File: config.mk
export PLATFORM = sky130hd
export DESIGN_NAME = io_out_port
export DESIGN_NICKNAME = d
export VERILOG_FILES = /design/src/rtl/io_out_port_pkg.sv /design/src/rtl/io_sync_fifo.sv /design/src/rtl/io_out_port.sv
export SDC_FILE = /design/constraint.sdc
export NUM_CORES = 1
export LEC_CHECK = 0
export ABC_AREA = 0
export CORE_MARGIN = 5
export CORE_UTILIZATION = 50
export DETAILED_ROUTE_END_ITERATION = 10
export MAX_ROUTING_LAYER = met4
export PLACE_DENSITY_LB_ADDON = 0.12
export SLEW_MARGIN = 10
export SYNTH_ARGS = -nofsm -noshare
export SYNTH_HDL_FRONTEND = slang
export SYNTH_SLANG_ARGS = --single-unit
File: constraint.sdc
create_clock -name clk -period 21.9 [get_ports clk]
set_input_delay 6.57 -clock clk [delete_from_list [all_inputs] [get_ports clk]]
set_output_delay 6.57 -clock clk [all_outputs]
set_load 0.01 [all_outputs]
File: src/rtl/io_out_port_pkg.sv
// io_out_port_pkg
// Shared definitions for the CPU-to-stream output port: default parameter
// values, the drop counter width, a channel-width helper and a reference
// queue-entry layout {ch, data} at the default widths.
package io_out_port_pkg;

  localparam int DEF_DATA_W = 64;
  localparam int DEF_DEPTH  = 8;
  localparam int DEF_NUM_CH = 4;
  localparam int DROP_W     = 16;

  // Channel index width: at least one bit even for a single channel.
  function automatic int ch_width(input int n);
    return (n > 1) ? $clog2(n) : 1;
  endfunction

  localparam int DEF_CH_W = ch_width(DEF_NUM_CH);

  // Queue entry layout; the top packs entries the same way ({ch, data})
  // at its own parameterised widths.
  typedef struct packed {
    logic [DEF_CH_W-1:0]   ch;
    logic [DEF_DATA_W-1:0] data;
  } io_entry_t;

endpackage

File: src/rtl/io_sync_fifo.sv
// io_sync_fifo
// Single-clock FIFO with a registered head. The head register only changes
// on a pop or on a push into an empty queue, so consumers see stable data.
// Ports:
//   clk, rst               clock, synchronous active-high reset
//   push, push_data        write request and entry (dropped if full w/o pop)
//   pop                    remove head (ignored when empty)
//   full, empty            occupancy flags (combinational from count)
//   level                  entries held, 0..DEPTH
//   head_valid, head_data  registered head of queue
module io_sync_fifo #(
  parameter  int WIDTH = 8,
  parameter  int DEPTH = 8,
  localparam int AW    = $clog2(DEPTH),
  localparam int LW    = AW + 1
) (
  input  logic             clk,
  input  logic             rst,
  input  logic             push,
  input  logic [WIDTH-1:0] push_data,
  input  logic             pop,
  output logic             full,
  output logic             empty,
  output logic [LW-1:0]    level,
  output logic             head_valid,
  output logic [WIDTH-1:0] head_data
);

  logic [WIDTH-1:0] mem [DEPTH];
  logic [AW-1:0]    wr_ptr;
  logic [AW-1:0]    rd_ptr;
  logic [LW-1:0]    count;
  logic [LW-1:0]    count_nxt;
  logic             do_push;
  logic             do_pop;

  assign empty   = (count == '0);
  assign full    = (count == LW'(DEPTH));
  assign level   = count;
  assign do_pop  = pop && !empty;
  // A pop in the same cycle frees the slot, so a full queue still accepts.
  assign do_push = push && (!full || do_pop);

  always_comb begin
    count_nxt = count;
    case ({do_push, do_pop})
      2'b10:   count_nxt = count + LW'(1);
      2'b01:   count_nxt = count - LW'(1);
      default: count_nxt = count;
    endcase
  end

  // Storage array carries no reset; only entries below count are observed.
  always_ff @(posedge clk) begin
    if (!rst && do_push) mem[wr_ptr] <= push_data;
  end

  always_ff @(posedge clk) begin
    if (rst) begin
      wr_ptr     <= '0;
      rd_ptr     <= '0;
      count      <= '0;
      head_valid <= 1'b0;
      head_data  <= '0;
    end else begin
      if (do_push) wr_ptr <= wr_ptr + AW'(1);
      if (do_pop)  rd_ptr <= rd_ptr + AW'(1);
      count      <= count_nxt;
      head_valid <= (count_nxt != '0);
      if (do_pop) begin
        // Next entry is already in memory when more than one is held;
        // otherwise a same-cycle push becomes the new head directly.
        if (count > LW'(1))
          head_data <= mem[rd_ptr + AW'(1)];
        else if (do_push)
          head_data <= push_data;
      end else if (do_push && empty) begin
        head_data <= push_data;
      end
    end
  end

endmodule

File: src/rtl/io_out_port.sv
// io_out_port
// CPU output port: CPU write strobes are filtered by channel, queued as
// {ch, data} in a FIFO and presented on a valid/ready stream. Writes that
// find the queue full (and no simultaneous pop) are dropped and counted.
// Build option: define IO_OUT_PORT_EDGE_DET_EN to push once per rising edge
// of io_write; otherwise every cycle with io_write high is a write.
// Ports:
//   clk, rst                   clock, synchronous active-high reset
//   io_write, io_ch, io_data   CPU write strobe, target channel, data
//   out_valid, out_ready       stream handshake
//   out_data, out_ch           head entry
//   level                      entries held
//   overflow                   sticky: a write was dropped
//   drop_cnt                   dropped writes, saturating
module io_out_port
  import io_out_port_pkg::*;
#(
  parameter  int                DATA_W  = DEF_DATA_W,
  parameter  int                DEPTH   = DEF_DEPTH,
  parameter  int                NUM_CH  = DEF_NUM_CH,
  parameter  logic [NUM_CH-1:0] CH_MASK = '1,
  localparam int                CH_W    = ch_width(NUM_CH),
  localparam int                LVL_W   = $clog2(DEPTH) + 1
) (
  input  logic              clk,
  input  logic              rst,
  input  logic              io_write,
  input  logic [CH_W-1:0]   io_ch,
  input  logic [DATA_W-1:0] io_data,
  output logic              out_valid,
  input  logic              out_ready,
  output logic [DATA_W-1:0] out_data,
  output logic [CH_W-1:0]   out_ch,
  output logic [LVL_W-1:0]  level,
  output logic              overflow,
  output logic [DROP_W-1:0] drop_cnt
);

  localparam int CH_N  = 1 << CH_W;
  localparam int ENT_W = CH_W + DATA_W;

  function automatic logic [DROP_W-1:0] sat_inc(input logic [DROP_W-1:0] v);
    return (v == '1) ? v : v + DROP_W'(1);
  endfunction

  // Mask widened to every encodable channel; codes >= NUM_CH read as 0.
  logic [CH_N-1:0]  mask_ext;
  logic             wr_event;
  logic             accept;
  logic             pop;
  logic             drop;
  logic             fifo_full;
  logic             fifo_empty;
  logic [ENT_W-1:0] head;

  assign mask_ext = CH_N'(CH_MASK);

`ifdef IO_OUT_PORT_EDGE_DET_EN
  logic io_write_p1;

  always_ff @(posedge clk) begin
    if (rst) io_write_p1 <= 1'b0;
    else     io_write_p1 <= io_write;
  end

  assign wr_event = io_write && !io_write_p1;
`else
  assign wr_event = io_write;
`endif

  assign accept = wr_event && mask_ext[io_ch];
  assign pop    = out_ready && !fifo_empty;
  assign drop   = accept && fifo_full && !pop;

  io_sync_fifo #(
    .WIDTH (ENT_W),
    .DEPTH (DEPTH)
  ) u_fifo (
    .clk        (clk),
    .rst        (rst),
    .push       (accept),
    .push_data  ({io_ch, io_data}),
    .pop        (pop),
    .full       (fifo_full),
    .empty      (fifo_empty),
    .level      (level),
    .head_valid (out_valid),
    .head_data  (head)
  );

  assign out_ch   = head[ENT_W-1:DATA_W];
  assign out_data = head[DATA_W-1:0];

  always_ff @(posedge clk) begin
    if (rst) begin
      overflow <= 1'b0;
      drop_cnt <= '0;
    end else if (drop) begin
      overflow <= 1'b1;
      drop_cnt <= sat_inc(drop_cnt);
    end
  end

endmodule

## After elaboration in Yosys (flattened, before gate mapping)

Memory sizes are Yosys's and may differ from the RTL's.
Index checks and enable logic that the tools add are counted.

- $add $sub $neg: 5
- Bitwise logic cells: 1
- Multiplexer cells: 9
- Equality and inequality tests: 5
- Magnitude comparators: 2
- Reductions and logical operators: 18

Operators by type and width:

| kind | number |
|---|---|
| 66-bit 2-to-1 mux | 4 |
| 16-bit by 1-bit adder with 16-bit output (second input constant) | 1 |
| 16-bit equality test (second input constant) | 1 |
| 1-bit logical AND | 8 |
| 4-bit one-hot mux with 2 select lines | 1 |
| 3-bit by 1-bit adder with 3-bit output (second input constant) | 2 |
| 4-bit by 1-bit adder with 4-bit output (second input constant) | 1 |
| 4-bit equality test (second input constant) | 1 |
| 4-bit by 1-bit greater-than comparator with 1-bit output (second input constant) | 1 |
| 1-bit zero test | 4 |
| 4-bit zero test | 1 |
| 2-bit AND reduction | 2 |
| 4-bit nonzero test | 1 |
| 4-bit by 1-bit subtractor with 4-bit output (second input constant) | 1 |
| 2-bit by 3-bit less-than comparator with 1-bit output (second input constant) | 1 |
| 1-bit 2-to-1 mux | 3 |
| 3-bit by 2-bit inequality test with 1-bit output (second input constant) | 1 |
| 1-bit binary-select mux with 2-bit select | 1 |
| 2-bit by 1-bit equality test with 1-bit output (second input constant) | 1 |
| 2-bit equality test (second input constant) | 1 |
| 2-bit nonzero test | 1 |
| 1-bit logical OR | 1 |
| 1-bit inverter | 1 |

- Logic and storage cells: 48
- Register bits: 94
- Memories: 1
- RAM bits: 528

Memories:

| memory | words | width | read ports | clocked after Yosys merged registers in | wr ports | RTL line | source |
|---|---|---|---|---|---|---|---|
| u_fifo.mem | 8 | 66 | 1 | 0 | 1 | io_sync_fifo.sv:29 | `logic [WIDTH-1:0] mem [DEPTH];` |

## Depth between registers and ports, before layout

- Depth in word-level cells: 9
- Gate-level depth with buffers: 12
- Gate-level depth less buffers: 11

## Cells and area by module

A second synthesis with hierarchy kept.

- Cells, all modules: 1723
- Area, all modules: 25215.4 µm²

Modules (own cells, without submodules):

| module | cells each | times used | area each (µm²) |
|---|---|---|---|
| io_sync_fifo | 1621 | 1 | 24353.4 |
| io_out_port | 102 | 1 | 862.1 |

## Worst setup path after synthesis

No wires, ideal clock.

- Kind: input to register
- Start: input out_ready
- End: memory u_fifo.mem[6][0] (netlist name), enable pin
- Cell stages on the path: 5
- Path slack: 7143 ps
- Arrival: 14081 ps
- Cells stage by stage: and4bb_1 > nor2b_1 > clkbuf_1 > nand2_1 > nor4b_1

- Word-level cells in the longest chain between the ends: 7

Ends and longest elaborated chain:

| element | RTL line | source |
|---|---|---|
| from (decl) | io_out_port.sv:31 | `input logic out_ready,` |
| 1-bit logical AND | io_out_port.sv:72 | `assign pop = out_ready && !fifo_empty;` |
| 1-bit logical AND | io_sync_fifo.sv:40 | `assign do_pop = pop && !empty;` |
| 1-bit logical OR | io_sync_fifo.sv:42 | `assign do_push = push && (!full \|\| do_pop);` |
| 1-bit logical AND | io_sync_fifo.sv:42 |  |
| 1-bit logical AND | io_sync_fifo.sv:55 | `if (!rst && do_push) mem[wr_ptr] <= push_data;` |
| 1-bit 2-to-1 mux | io_sync_fifo.sv:55 |  |
| 1-bit 2-to-1 mux (not written as such) | io_sync_fifo.sv:55 |  |
| to (decl) | io_sync_fifo.sv:29 |  |

Every way passes these cells.

## Worst setup path in the final report

- Start: input out_ready
- End: memory u_fifo.mem[5][15] (netlist name), enable pin

Same word-level chain as after synthesis.

==> impl_metrics.csv <==
group,metric,value,unit
power_and_ir_drop,seqPwrFrac,47.9,%
global_routing,grt_max_degree,98,
clock_tree,htreeDepth,2,
clock_tree,cts_hold_buf,0,
critical_path,crit_cells,6,
global_routing,track_usage,19.24,%
critical_path,arrival,9540,ps
timing,max-slew-margin-rel,24.59,%
timing,setup_violations,0,
power_and_ir_drop,p_leak,8.788,nW
routing,drc_errors,0,
finish,fill_cells,3349,
synthesis,synth-edff-count,528,
placed_design,placed_cell_area,0.02584,sq mm
power_and_ir_drop,combPwrFrac,15.1,%
synthesis,async_flop_share,0,%
critical_path,path_cells,"clkdlybuf4s50_1 > and4bb_1 > nor2b_1 > nand2_1 > nor2_4 > buf_4",
clock_tree,cts_resized,0,
critical_path,crit_type,"in -> reg",
timing,period_needed,9314,ps
floorplan,start_util,50.51,%
finish,antenna_cells,0,
critical_path,reg2regPathDepth,7,
synthesis,yosys-top-cells-count,"edfxtp_1, mux4_2, dfxtp_1, mux2i_1, a22oi_1",
critical_path,crit-reg2reg-capture,"u_fifo.mem[5][15]",
placed_design,dp_hpwl,25830,um
routing,drt-total-wl,47780,um
routing,num_vias,11777,
routing,via_per_inst,5.850,
synthesis,ys_ff_latch,622,
clock_tree,tritoncts,"yes",
placed_design,place.gp.congestion,0.7573,
floorplan,die-area,0.05147,sq mm
critical_path,cp_num_buf_inv,2,
finish,area_growth,18.67,%
finish,final_net_count,1432,
power_and_ir_drop,p_sw_share,23.57,%
power_and_ir_drop,powerDensity,102.8,mW/mm^2
flow_run,cap_violations,0,
synthesis,synth_ff_type,"edfxtp_1",
routing,firstDrtPassIters,5,
critical_path,end_kind,"register",
routing,routedWlPerCell,23.74,um
synthesis,ys_seq_area_share,75.43,%
clock_tree,clockRootBuffer,"clkbuf_16",
critical_path,r2r_setup_slack,18170,ps
synthesis,synthCells,1174,
worst_hold_path,hold-path-endpoint,"overflow",
clock_tree,clockBufferDepth,3,
global_routing,grt_pass1_vias,12155,
clock_tree,clkTransAtPathRegs,60,ps
run_status,status,"complete, no violations",
floorplan,core_region_area,0.04656,sq mm
synthesis,synth_warnings,0,
global_routing,antenna_found_initial,0,
timing,fin_crit_sh,42.53,%
global_routing,grt-ovfl-total,0,
clock_tree,insertion_delay,610,ps
synthesis,avgSynthCellArea,20.03,sq um
floorplan,die_y,226.9,um
worst_hold_path,worstHoldStart,"overflow",
power_and_ir_drop,clock_power_share,37.0,%
critical_path,max_stage_delay,720,ps
critical_path,start_kind,"input pin",
floorplan,ioPinCount,158,
critical_path,cp_max_fo,46,
synthesis,synth_top_cells_by_area,"edfxtp_1, mux4_2, dfxtp_1",
synthesis,synth_top_area_share,67.43,%
worst_hold_path,whs_path_depth,2,
timing,slew_violations,0,
clock_tree,post-cts-setup-buffers,0,
timing,worstMarginPinSlew,1131,ps
placed_design,portBuffers,157,
timing,hold_viol,0,
power_and_ir_drop,vdd_drop_max,0.00006356,V
power_and_ir_drop,p_sw,0.0006763,W
synthesis,synth_cell_type_count,51,
critical_path,required,22130,ps
timing,tns,0,ps
finish,design_area,0.02791,sq mm
worst_hold_path,hold_class,"reg -> reg",
clock_tree,cts.sinks,622,
floorplan,dieWidth,226.9,um
synthesis,yosys.area.top_type,"edfxtp_1",
routing,drt_iter0_markers,793,
synthesis,syn_area,0.02352,sq mm
timing,fin_worst_skew,27.55,ps
synthesis,yosysMostFrequentCell,"edfxtp_1",
synthesis,syn_nets,1253,
clock_tree,numCtsBuffers,61,
timing,rsz0062_at_grt,"false",
critical_path,cp_slowest_cell,"buf_4",
placed_design,placed_cells,1897,
finish,stdcell_count,2013,
timing,fmax,107.4,MHz
critical_path,crit_family,"simple AND/OR/NAND/NOR gates",
floorplan,num_rows,79,
finish,drive_gt1_share,18.99,%
routing,ant_nets,0,
power_and_ir_drop,intPower,0.002193,W
global_routing,grt_pass1_wl,73230,um
critical_path,rr_startpoint,"u_fifo.level[0]",
[sequential cells by signal, indices dropped and copies added (netlist names)]
signal	cells
u_fifo.head_data	66
overflow	1
drop_cnt	16
u_fifo.wr_ptr	3
u_fifo.rd_ptr	3
u_fifo.level	4
u_fifo.mem	528
u_fifo.head_valid	1
[cell type report]
class / count / area [sq um] / share of cell area, %
clock buffer: 85 / 1699 / 6.089
clock inverter: 31 / 362.8 / 1.300
inverter: 9 / 33.78 / 0.1211
multi-input combinational: 479 / 5553 / 19.90
sequential: 622 / 17740 / 63.57
tap: 607 / 759.5 / 2.722
timing repair buffer: 180 / 1757 / 6.295
[how the worst max path moves through the flow]
stage	end	from
floorplan	u_fifo.mem[6][0]	out_ready
global placement	u_fifo.mem[5][17]	out_ready
detailed placement	u_fifo.mem[5][17]	out_ready
CTS	u_fifo.mem[5][62]	out_ready
global route	u_fifo.mem[5][63]	out_ready
finish	u_fifo.mem[5][15]	out_ready
[metrics by stage]
stage	total power, W	hold slack (ps)	setup WS [ps]	util, %
final	0.002869	473.8	12590	59.94
after detailed placement	0.001845	466.5	11960	55.51
after global routing	0.002987	512.7	12390	59.94
after global placement	0.001840	450.3	11920	55.51
after CTS	0.002906	481.3	12570	59.94
after floorplan	0.001667	440.0	7143	-
[power by group through the flow]
stage,Combinational [W],Clock [W],Sequential [W]
after floorplan,0.000268,0,0.00140
final,0.000434,0.00106,0.00137
after global placement,0.000441,0,0.00140
after global routing,0.000469,0.00114,0.00138
after detailed placement,0.000445,0,0.00140
after CTS,0.000446,0.00108,0.00138
[tightest hold or removal path: cells and delay by family (launching register included)]
kind / cells / cell delay [ps]
flops: 1 / 330
simple gates: 2 / 120
[routing by layer]
| layer | global-route usage [%] | wire length [um] |
|---|---|---|
| met4 | 4.696 | 781 |
| met2 | 30.24 | 23320 |
| met3 | 3.211 | 2656 |
| met5 | - | 0 |
| met1 | 26.88 | 21020 |
[placed cells by master, fill, tap and decap left out, types with 22 or more instances in the layout]
cell / n
dfxtp_1: 93
mux2i_1: 67
nor2_1: 22
clkdlybuf4s50_1: 157
o21ai_0: 46
edfxtp_1: 528
buf_4: 22
o21ai_1: 25
mux4_2: 132
a22oi_1: 66
clkbuf_16: 63
[cells by family (layout without fill, tap and decap cells)]
group           Yosys count  in the layout  share of synthesized area (%)
xor+xnor                 14             14                         0.5215
simple gates             84             84                          1.990
compound gates          173            173                          4.736
fa+ha+maj                 9              9                         0.4789
flops                   622            622                          75.43
buf+inv                  73            305                          1.352
mux                     199            199                          15.49
No activity file was read; power rests on OpenSTA's default activity.
